--- src/rtl/cpu_step_sequencer_if.sv ---
// Control/status bundle between the step sequencer and the CPU datapath.
// The master side is the sequencer; the slave side is the datapath or debug host.
interface cpu_step_sequencer_if #(
  parameter int PC_W = 8
);
  logic            run;
  logic            step;
  logic [15:0]     instr;
  logic            zero;
  logic [PC_W-1:0] pc;
  logic            imem_rd;
  logic [2:0]      ra1;
  logic [2:0]      ra2;
  logic [2:0]      wa3;
  logic            we3;
  logic [2:0]      alu_ctrl;
  logic            wd_imm_sel;
  logic [7:0]      imm;
  logic            halted;
  logic [2:0]      state;
  logic [15:0]     instr_count;

  modport master (
    input  run, step, instr, zero,
    output pc, imem_rd, ra1, ra2, wa3, we3, alu_ctrl, wd_imm_sel, imm,
           halted, state, instr_count
  );

  modport slave (
    output run, step, instr, zero,
    input  pc, imem_rd, ra1, ra2, wa3, we3, alu_ctrl, wd_imm_sel, imm,
           halted, state, instr_count
  );
endinterface

--- src/rtl/cpu_step_sequencer.sv ---
// Multi-cycle fetch/decode/exec/write-back controller for the CPU v0.1 datapath,
// with free-run and single-step modes and a saturating retired-instruction count.
module cpu_step_sequencer #(
  parameter int         PC_W     = 8,
  parameter int         IMEM_LAT = 1,
  parameter logic [2:0] ALU_ADD  = 3'b000,
  parameter logic [2:0] ALU_SUB  = 3'b001
) (
  input logic                  clk,
  input logic                  rst_n,
  cpu_step_sequencer_if.master bus
);
  typedef enum logic [2:0] {
    S_IDLE   = 3'd0,
    S_FETCH  = 3'd1,
    S_WAIT   = 3'd2,
    S_DECODE = 3'd3,
    S_EXEC   = 3'd4,
    S_WB     = 3'd5,
    S_HALT   = 3'd6
  } state_t;

  localparam logic [2:0] OP_ALU  = 3'b001;
  localparam logic [2:0] OP_LI   = 3'b010;
  localparam logic [2:0] OP_BEQ  = 3'b011;
  localparam logic [2:0] OP_JMP  = 3'b100;
  localparam logic [2:0] OP_HALT = 3'b111;
  localparam int         CNT_W   = (IMEM_LAT > 1) ? $clog2(IMEM_LAT) : 1;

  state_t          cur, nxt;
  logic [15:0]     ir;
  logic [PC_W-1:0] pc_q, pc_d, pc_inc, pc_br;
  logic [CNT_W-1:0] wait_cnt;
  logic [15:0]     cnt_q;
  logic            halted_q;
  logic [2:0]      op;
  logic            wait_done;
  logic            retire;

  assign op        = ir[15:13];
  assign wait_done = (wait_cnt == CNT_W'(IMEM_LAT - 1));
  assign pc_inc    = pc_q + PC_W'(1);
  assign pc_br     = pc_q + {{(PC_W-4){ir[3]}}, ir[3:0]};

  always_ff @(posedge clk) begin
    if (!rst_n) cur <= S_IDLE;
    else        cur <= nxt;
  end

  always_comb begin
    nxt    = cur;
    pc_d   = pc_q;
    retire = 1'b0;
    case (cur)
      S_IDLE:   if (bus.run || bus.step) nxt = S_FETCH;
      S_FETCH:  nxt = S_WAIT;
      S_WAIT:   if (wait_done) nxt = S_DECODE;
      S_DECODE: nxt = S_EXEC;
      S_EXEC: begin
        case (op)
          OP_ALU, OP_LI: nxt = S_WB;
          OP_HALT:       nxt = S_HALT;
          OP_BEQ: begin
            pc_d   = bus.zero ? pc_br : pc_inc;
            retire = 1'b1;
          end
          OP_JMP: begin
            pc_d   = ir[PC_W-1:0];
            retire = 1'b1;
          end
          default: begin
            pc_d   = pc_inc;
            retire = 1'b1;
          end
        endcase
      end
      S_WB: begin
        pc_d   = pc_inc;
        retire = 1'b1;
      end
      S_HALT:   nxt = S_HALT;
      default:  nxt = S_IDLE;
    endcase
    // A falling run lets the current instruction finish, then parks in IDLE.
    if (retire) nxt = bus.run ? S_FETCH : S_IDLE;
  end

  always_ff @(posedge clk) begin
    if (!rst_n) begin
      pc_q     <= '0;
      ir       <= '0;
      wait_cnt <= '0;
      cnt_q    <= '0;
      halted_q <= 1'b0;
    end else begin
      pc_q <= pc_d;
      if (cur == S_FETCH)
        wait_cnt <= '0;
      else if (cur == S_WAIT && !wait_done)
        wait_cnt <= wait_cnt + CNT_W'(1);
      if (cur == S_WAIT && wait_done)
        ir <= bus.instr;
      if (retire && cnt_q != 16'hFFFF)
        cnt_q <= cnt_q + 16'd1;
      if (cur == S_EXEC && op == OP_HALT)
        halted_q <= 1'b1;
    end
  end

  assign bus.pc          = pc_q;
  assign bus.imem_rd     = (cur == S_FETCH);
  assign bus.we3         = (cur == S_WB);
  assign bus.ra1         = ir[9:7];
  assign bus.ra2         = ir[6:4];
  assign bus.wa3         = ir[12:10];
  assign bus.imm         = ir[7:0];
  assign bus.wd_imm_sel  = (op == OP_LI);
  assign bus.alu_ctrl    = (op == OP_ALU) ? ir[2:0] : (op == OP_BEQ) ? ALU_SUB : ALU_ADD;
  assign bus.halted      = halted_q;
  assign bus.state       = cur;
  assign bus.instr_count = cnt_q;
endmodule

--- src/flat_wrapper.sv ---
// flat-port wrapper written by rule: the top's interface ports become plain ports
module cpu_step_sequencer_flat 
#(
  parameter int         PC_W     = 8,
  parameter int         IMEM_LAT = 1,
  parameter logic [2:0] ALU_ADD  = 3'b000,
  parameter logic [2:0] ALU_SUB  = 3'b001
)
  (clk, rst_n, bus_run, bus_step, bus_instr, bus_zero, bus_pc, bus_imem_rd, bus_ra1, bus_ra2, bus_wa3, bus_we3, bus_alu_ctrl, bus_wd_imm_sel, bus_imm, bus_halted, bus_state, bus_instr_count);
  cpu_step_sequencer_if #(.PC_W(PC_W)) bus_i ();
  input logic clk;
  input logic rst_n;
  input wire logic [$bits(bus_i.run)-1:0] bus_run;
  input wire logic [$bits(bus_i.step)-1:0] bus_step;
  input wire logic [$bits(bus_i.instr)-1:0] bus_instr;
  input wire logic [$bits(bus_i.zero)-1:0] bus_zero;
  output wire logic [$bits(bus_i.pc)-1:0] bus_pc;
  output wire logic [$bits(bus_i.imem_rd)-1:0] bus_imem_rd;
  output wire logic [$bits(bus_i.ra1)-1:0] bus_ra1;
  output wire logic [$bits(bus_i.ra2)-1:0] bus_ra2;
  output wire logic [$bits(bus_i.wa3)-1:0] bus_wa3;
  output wire logic [$bits(bus_i.we3)-1:0] bus_we3;
  output wire logic [$bits(bus_i.alu_ctrl)-1:0] bus_alu_ctrl;
  output wire logic [$bits(bus_i.wd_imm_sel)-1:0] bus_wd_imm_sel;
  output wire logic [$bits(bus_i.imm)-1:0] bus_imm;
  output wire logic [$bits(bus_i.halted)-1:0] bus_halted;
  output wire logic [$bits(bus_i.state)-1:0] bus_state;
  output wire logic [$bits(bus_i.instr_count)-1:0] bus_instr_count;
  assign bus_i.run = bus_run;
  assign bus_i.step = bus_step;
  assign bus_i.instr = bus_instr;
  assign bus_i.zero = bus_zero;
  assign bus_pc = bus_i.pc;
  assign bus_imem_rd = bus_i.imem_rd;
  assign bus_ra1 = bus_i.ra1;
  assign bus_ra2 = bus_i.ra2;
  assign bus_wa3 = bus_i.wa3;
  assign bus_we3 = bus_i.we3;
  assign bus_alu_ctrl = bus_i.alu_ctrl;
  assign bus_wd_imm_sel = bus_i.wd_imm_sel;
  assign bus_imm = bus_i.imm;
  assign bus_halted = bus_i.halted;
  assign bus_state = bus_i.state;
  assign bus_instr_count = bus_i.instr_count;
  cpu_step_sequencer #(.PC_W(PC_W), .IMEM_LAT(IMEM_LAT), .ALU_ADD(ALU_ADD), .ALU_SUB(ALU_SUB)) u_core (.clk(clk), .rst_n(rst_n), .bus(bus_i));
endmodule
--- config.mk ---
export PLATFORM = sky130hd
export DESIGN_NAME = cpu_step_sequencer_flat
export DESIGN_NICKNAME = d
export VERILOG_FILES = /design/src/rtl/cpu_step_sequencer_if.sv /design/src/rtl/cpu_step_sequencer.sv /design/src/flat_wrapper.sv
export SDC_FILE = /design/constraint.sdc
export NUM_CORES = 1
export LEC_CHECK = 0
export ABC_AREA = 1
export CAP_MARGIN = 5
export CORE_MARGIN = 5
export CORE_UTILIZATION = 53
export CTS_CLUSTER_DIAMETER = 80
export DETAILED_ROUTE_END_ITERATION = 6
export GPL_ROUTABILITY_DRIVEN = 0
export GPL_TIMING_DRIVEN = 1
export PLACE_DENSITY = 0.85
export SYNTH_ARGS = -nofsm -noshare
export SYNTH_HDL_FRONTEND = slang
export SYNTH_SLANG_ARGS = --single-unit
--- constraint.sdc ---
create_clock -name clk -period 3.23 [get_ports clk]
set_input_delay 0.4845 -clock clk [delete_from_list [all_inputs] [get_ports clk]]
set_output_delay 0.4845 -clock clk [all_outputs]
set_load 0.005 [all_outputs]
### Word level (Yosys, flattened, before mapping)

Cells that the tools add are included.

* flip-flop bits (word level): 45
* input bits: 21
* output and inout port bits: 51

* add/subtract/negate cells: 4
* eq/ne operators: 17
* multiplexer cells: 13
* bitwise logic cells: 2
* reduce and logical (&&, ||, !) cells: 12

Operators with widths (number)
* 8-bit one-hot mux with 3 select lines: 1
* 3-bit one-hot mux with 7 select lines: 1
* 16-bit by 1-bit adder with 16-bit output, second input constant: 1
* 16-bit != test, second input constant: 1
* 8-bit one-hot mux with 2 select lines: 1
* 3-bit == test, second input constant: 5
* 3-bit by 2-bit == test with 1-bit output, second input constant: 4
* 3-bit 2-to-1 mux: 4
* 8-bit by 1-bit adder with 8-bit output, second input constant: 1
* 8-bit adder: 1
* 8-bit 2-to-1 mux: 1
* 3-bit by 1-bit == test with 1-bit output, second input constant: 2
* 3-bit one-hot mux with 2 select lines: 1
* 1-bit logical AND: 4
* 4-bit by 3-bit != test with 1-bit output, second input constant: 1
* 4-bit AND reduction: 1
* 2-bit OR reduction: 2
* 3-bit logical NOT: 1
* 1-bit 2-to-1 mux: 3
* 3-bit by 1-bit != test with 1-bit output, second input constant: 1
* 3-bit != test, second input constant: 1
* 3-bit OR reduction: 1
* 2-bit by 1-bit != test with 1-bit output, second input constant: 1
* 2-bit != test, second input constant: 1
* 6 further kinds: 7

### Logic depth before layout (Yosys ltp)

* word-level depth: 6
* gate-level depth with buffers: 12
* mapped depth without buffers: 12

### Least setup slack after synthesis

OpenSTA, ideal clock, no wires.

* kind: register to register
* start: register u_core.cnt_q[0] (netlist: u_core.bus.instr_count[0])
* end: register u_core.cnt_q[6] (netlist: u_core.bus.instr_count[6])
* arrival: 1.553 ns
* data required time: 3.116 ns
* setup slack: 1.563 ns
* stages on the path, launching flop included: 12
* path buffers: 1
* cells stage by stage: dfxtp_1 -> ha_1 -> nand3_1 -> nor2_2 -> nand2_2 -> nor2_4 -> nand2_2 -> nand2_4 -> inv_4 -> buf_6 -> a21oi_1 -> nor2_1

* cells in the longest elaborated chain, start to end: 2

RTL lines
* start: declaration: RTL line cpu_step_sequencer.sv:34 `logic [15:0] cnt_q;`
* start signal: assignment: RTL line cpu_step_sequencer.sv:104 `cnt_q <= cnt_q + 16'd1;`
* branches (longest 2 deep; another with 16-bit by 1-bit adder with 16-bit output)

Parallel ways; which one is timed is not known.
A chain may end at the register's enable or synchronous reset.

### Worst setup path after layout

* start: register u_core.ir[14]
* end: output port bus_alu_ctrl[0]

* cells in the longest elaborated chain, start to end: 3

RTL lines
* start: declaration: RTL line cpu_step_sequencer.sv:31 `logic [15:0] ir;`
* start signal: assignment: RTL line cpu_step_sequencer.sv:102 `ir <= bus.instr;`
* 3-bit by 2-bit == test with 1-bit output: RTL line cpu_step_sequencer.sv:118 `assign bus.alu_ctrl = (op == OP_ALU) ? ir[2:0] : (op == OP_BEQ) ? ALU_SUB : ALU_ADD;`
* 1-bit 2-to-1 mux: RTL line cpu_step_sequencer.sv:118
* 3-bit 2-to-1 mux (*): RTL line cpu_step_sequencer.sv:118
* end: declaration: RTL line flat_wrapper.sv:23 `output wire logic [$bits(bus_i.alu_ctrl)-1:0] bus_alu_ctrl;`

Every way passes the cells marked *; elsewhere a longest branch is shown, timed or not.

==> flow_metrics.py <==
metrics = {
    "cts": {
        "post_cts_hold_buffer_count": 0,
        "clockBufferDepth": 2,
        "cts.sinks": 45,
        "worstSkewPairLatency_ns": 0.30,
        "numCtsBuffers": 5,
        "cts_tree": "yes",
        "clkTransAtPathRegs_ns": 0.09,
        "cts.repair.resized": 0,
        "cts_root_buffer": "clkbuf_8",
        "htree_levels": 2,
        "post-cts-setup-buffer-count": 0,
    },
    "synth": {
        "ys_async_sr_fraction_pct": 0,
        "yosysSeqAreaShare_pct": 31.4,
        "yosysUniqueCellTypes": 39,
        "synth-edff-count": 0,
        "synthesis.nets": 462,
        "synth_common_cells": "nand2_1 (103), a21oi_1 (45), dfxtp_1 (45), inv_1 (45), nand3_1 (41)",
        "yosysMostFrequentCell": "nand2_1",
        "synth.top_cell.area_share_pct": 31.4,
        "netlist_top_cells_area": "dfxtp_1 (31%), nand2_1 (13%), a21oi_1 (7.9%)",
        "ys_ff_latch": 45,
        "synth_top_area_cell": "dfxtp_1",
        "avgSynthCellArea_um2": 6.65,
        "synthesis.area_mm2": 0.00287,
        "syn_inst": 431,
        "synth_ff_type": "dfxtp_1",
        "ys_warn_count": 0,
    },
    "grt": {
        "grt_pass1_vias": 2923,
        "antenna_found_initial": 0,
        "grt_max_degree": 25,
        "overflow": 0,
        "grt_usage_pct": 21.0,
        "grt_pass1_wl_um": 12500,
    },
    "timing": {
        "hold_viol_final": 0,
        "fmax_mhz": 422,
        "setup_violations": 0,
        "rsz0062_at_grt": "false",
        "fin_skew_ns": 0.00934,
        "finalSetupTns_ns": 0,
        "report.final.slew_viol_count": 0,
        "tightestPinTransition_ns": 0.681,
        "fin_crit_sh_pct": 73.4,
        "slew_headroom_pct": 54.6,
        "final.min_clock_period_ns": 2.37,
    },
    "placed_design": {
        "post-place-cells": 545,
        "portBuffers": 71,
        "hpwl_um": 5580,
    },
    "routing": {
        "ant_nets": 0,
        "vias_per_cell": 5.37,
        "drt-initial-drc-count": 183,
        "wirelength_um": 7380,
        "first_pass_iters": 5,
        "drc": 0,
        "avgRoutedWirePerCell_um": 13.4,
        "vias": 2969,
    },
    "layout": {
        "syn2layout_area_growth_pct": 24.7,
        "drive_above_1_share_pct": 5.38,
        "num_antenna_cells": 0,
        "fin_cells": 553,
        "final_nets": 513,
    },
    "run_status": {
        "status": "finished, final reports clean",
    },
    "floorplan": {
        "die_area_mm2": 0.00698,
        "initial_core_util_pct": 55.4,
        "core-area_mm2": 0.00517,
        "die_w_um": 83.5,
        "pin_count": 72,
        "die_h_um": 83.5,
        "fp-row-count": 26,
    },
    "flow_run": {
        "maxCapViolCount": 0,
    },
    "power_and_ir_drop": {
        "total_power_w": 0.00134,
        "leakagePower_nw": 1.38,
        "peakVddDrop_mv": 0.305,
        "power.density_mw_per_mm2": 374,
    },
    "hold_path": {
        "min_path_type": "reg -> reg",
    },
    "critical_path": {
        "end_kind": "output pin",
        "crit_required_ns": 2.75,
        "cp_max_fo": 6,
        "startpoint_type": "register",
        "crit_type": "reg -> out",
        "worstPathArrival_ns": 1.89,
    },
}
cells by family after synthesis:
kind of cell | Yosys count | synth area share, %
XOR/XNOR | 11 | 3.36
AO/OA/AOI/OAI | 83 | 15.6
AND/OR/NAND/NOR | 203 | 31.7
buffers and inverters | 79 | 13.3
adder cells (fa/ha/maj) | 10 | 4.63
flip-flops | 45 | 31.4
final timing paths:
check,start,endpoint,slack (ns),cells past startpoint
setup reg to reg,u_core.bus.instr_count[0],u_core.bus.instr_count[0],1.30,10
setup / recovery,u_core.ir[14],bus_alu_ctrl[0],0.86,5
hold / removal,u_core.ir[10],u_core.ir[10],0.46,2
hold reg to reg,u_core.ir[10],u_core.ir[10],0.46,2
cell usage in the layout, fill, tap and decap left out, drive strengths merged, types with 2 or more instances in the layout:
| cell type | netlist | layout |
|---|---|---|
| o21ai | 26 | 26 |
| nor2 | 33 | 33 |
| o21bai | 3 | 3 |
| ha | 9 | 9 |
| clkinv | 0 | 2 |
| nand2 | 107 | 107 |
| a21oi | 46 | 46 |
| nor3 | 11 | 11 |
| clkdlybuf4s50 | 0 | 71 |
| nand3 | 41 | 41 |
| buf | 21 | 2 |
| dfxtp | 45 | 45 |
| clkbuf | 8 | 5 |
| nand4 | 6 | 6 |
| xnor2 | 5 | 5 |
| o22ai | 3 | 3 |
| xor2 | 6 | 6 |
| inv | 50 | 50 |
final cells by class:
cell class / instances / area [µm²]
inverters: 50 / 190
clock inverters: 3 / 17.5
repair buffers: 73 / 726
well taps: 70 / 87.6
flip-flops and latches: 45 / 901
fillers: 442 / 1600
clock buffers: 5 / 68.8
multi-input cells: 307 / 1590
flip-flops by register name (all words and copies together) (netlist names):
name / count
u_core.bus.pc: 8
u_core.bus.instr_count: 16
u_core.bus.halted: 1
u_core.ir: 16
u_core.wait_cnt: 1
u_core.bus.state: 3
worst max-delay path, stage by stage (launching register included):
cell and delay [ns]:
dfxtp_1 0.42, nand2_1 0.07, nor2_1 0.27, inv_1 0.19
o21ai_0 0.11, clkdlybuf4s50_1 0.52
power breakdown:
part	total, W	leakage, nW	switching (W)	internal [W]
registers	0.000648	0.365	0.0000534	0.000594
clock network	0.000343	0.0439	0.000194	0.000149
logic	0.000348	0.967	0.000179	0.000168
layer usage:
metal / global-route usage (%) / vias to the layer above / share of wire, % / wire (µm)
li1: - / 1493 / - / -
met1: 25.0 / 1367 / 44 / 3230
met2: 38.1 / 101 / 50 / 3680
met3: 4.05 / 8 / 5.3 / 393
met4: 6.14 / 0 / 1.1 / 82
met5: 0 / - / 0 / 0
per-stage QoR:
| step | hold WS (ns) | setup WS (ns) | area, µm² | utilization (%) |
|---|---|---|---|---|
| after floorplan | 0.441 | 1.56 | 2870 | - |
| after global placement | 0.450 | 1.25 | 3490 | 67.5 |
| after detailed placement | 0.453 | 1.20 | 3490 | 67.5 |
| after CTS | 0.465 | 0.858 | 3580 | 69.1 |
| after global routing | 0.492 | 0.710 | 3580 | 69.1 |
| final | 0.464 | 0.858 | 3580 | 69.1 |
Power figures use the tool's default switching activity.
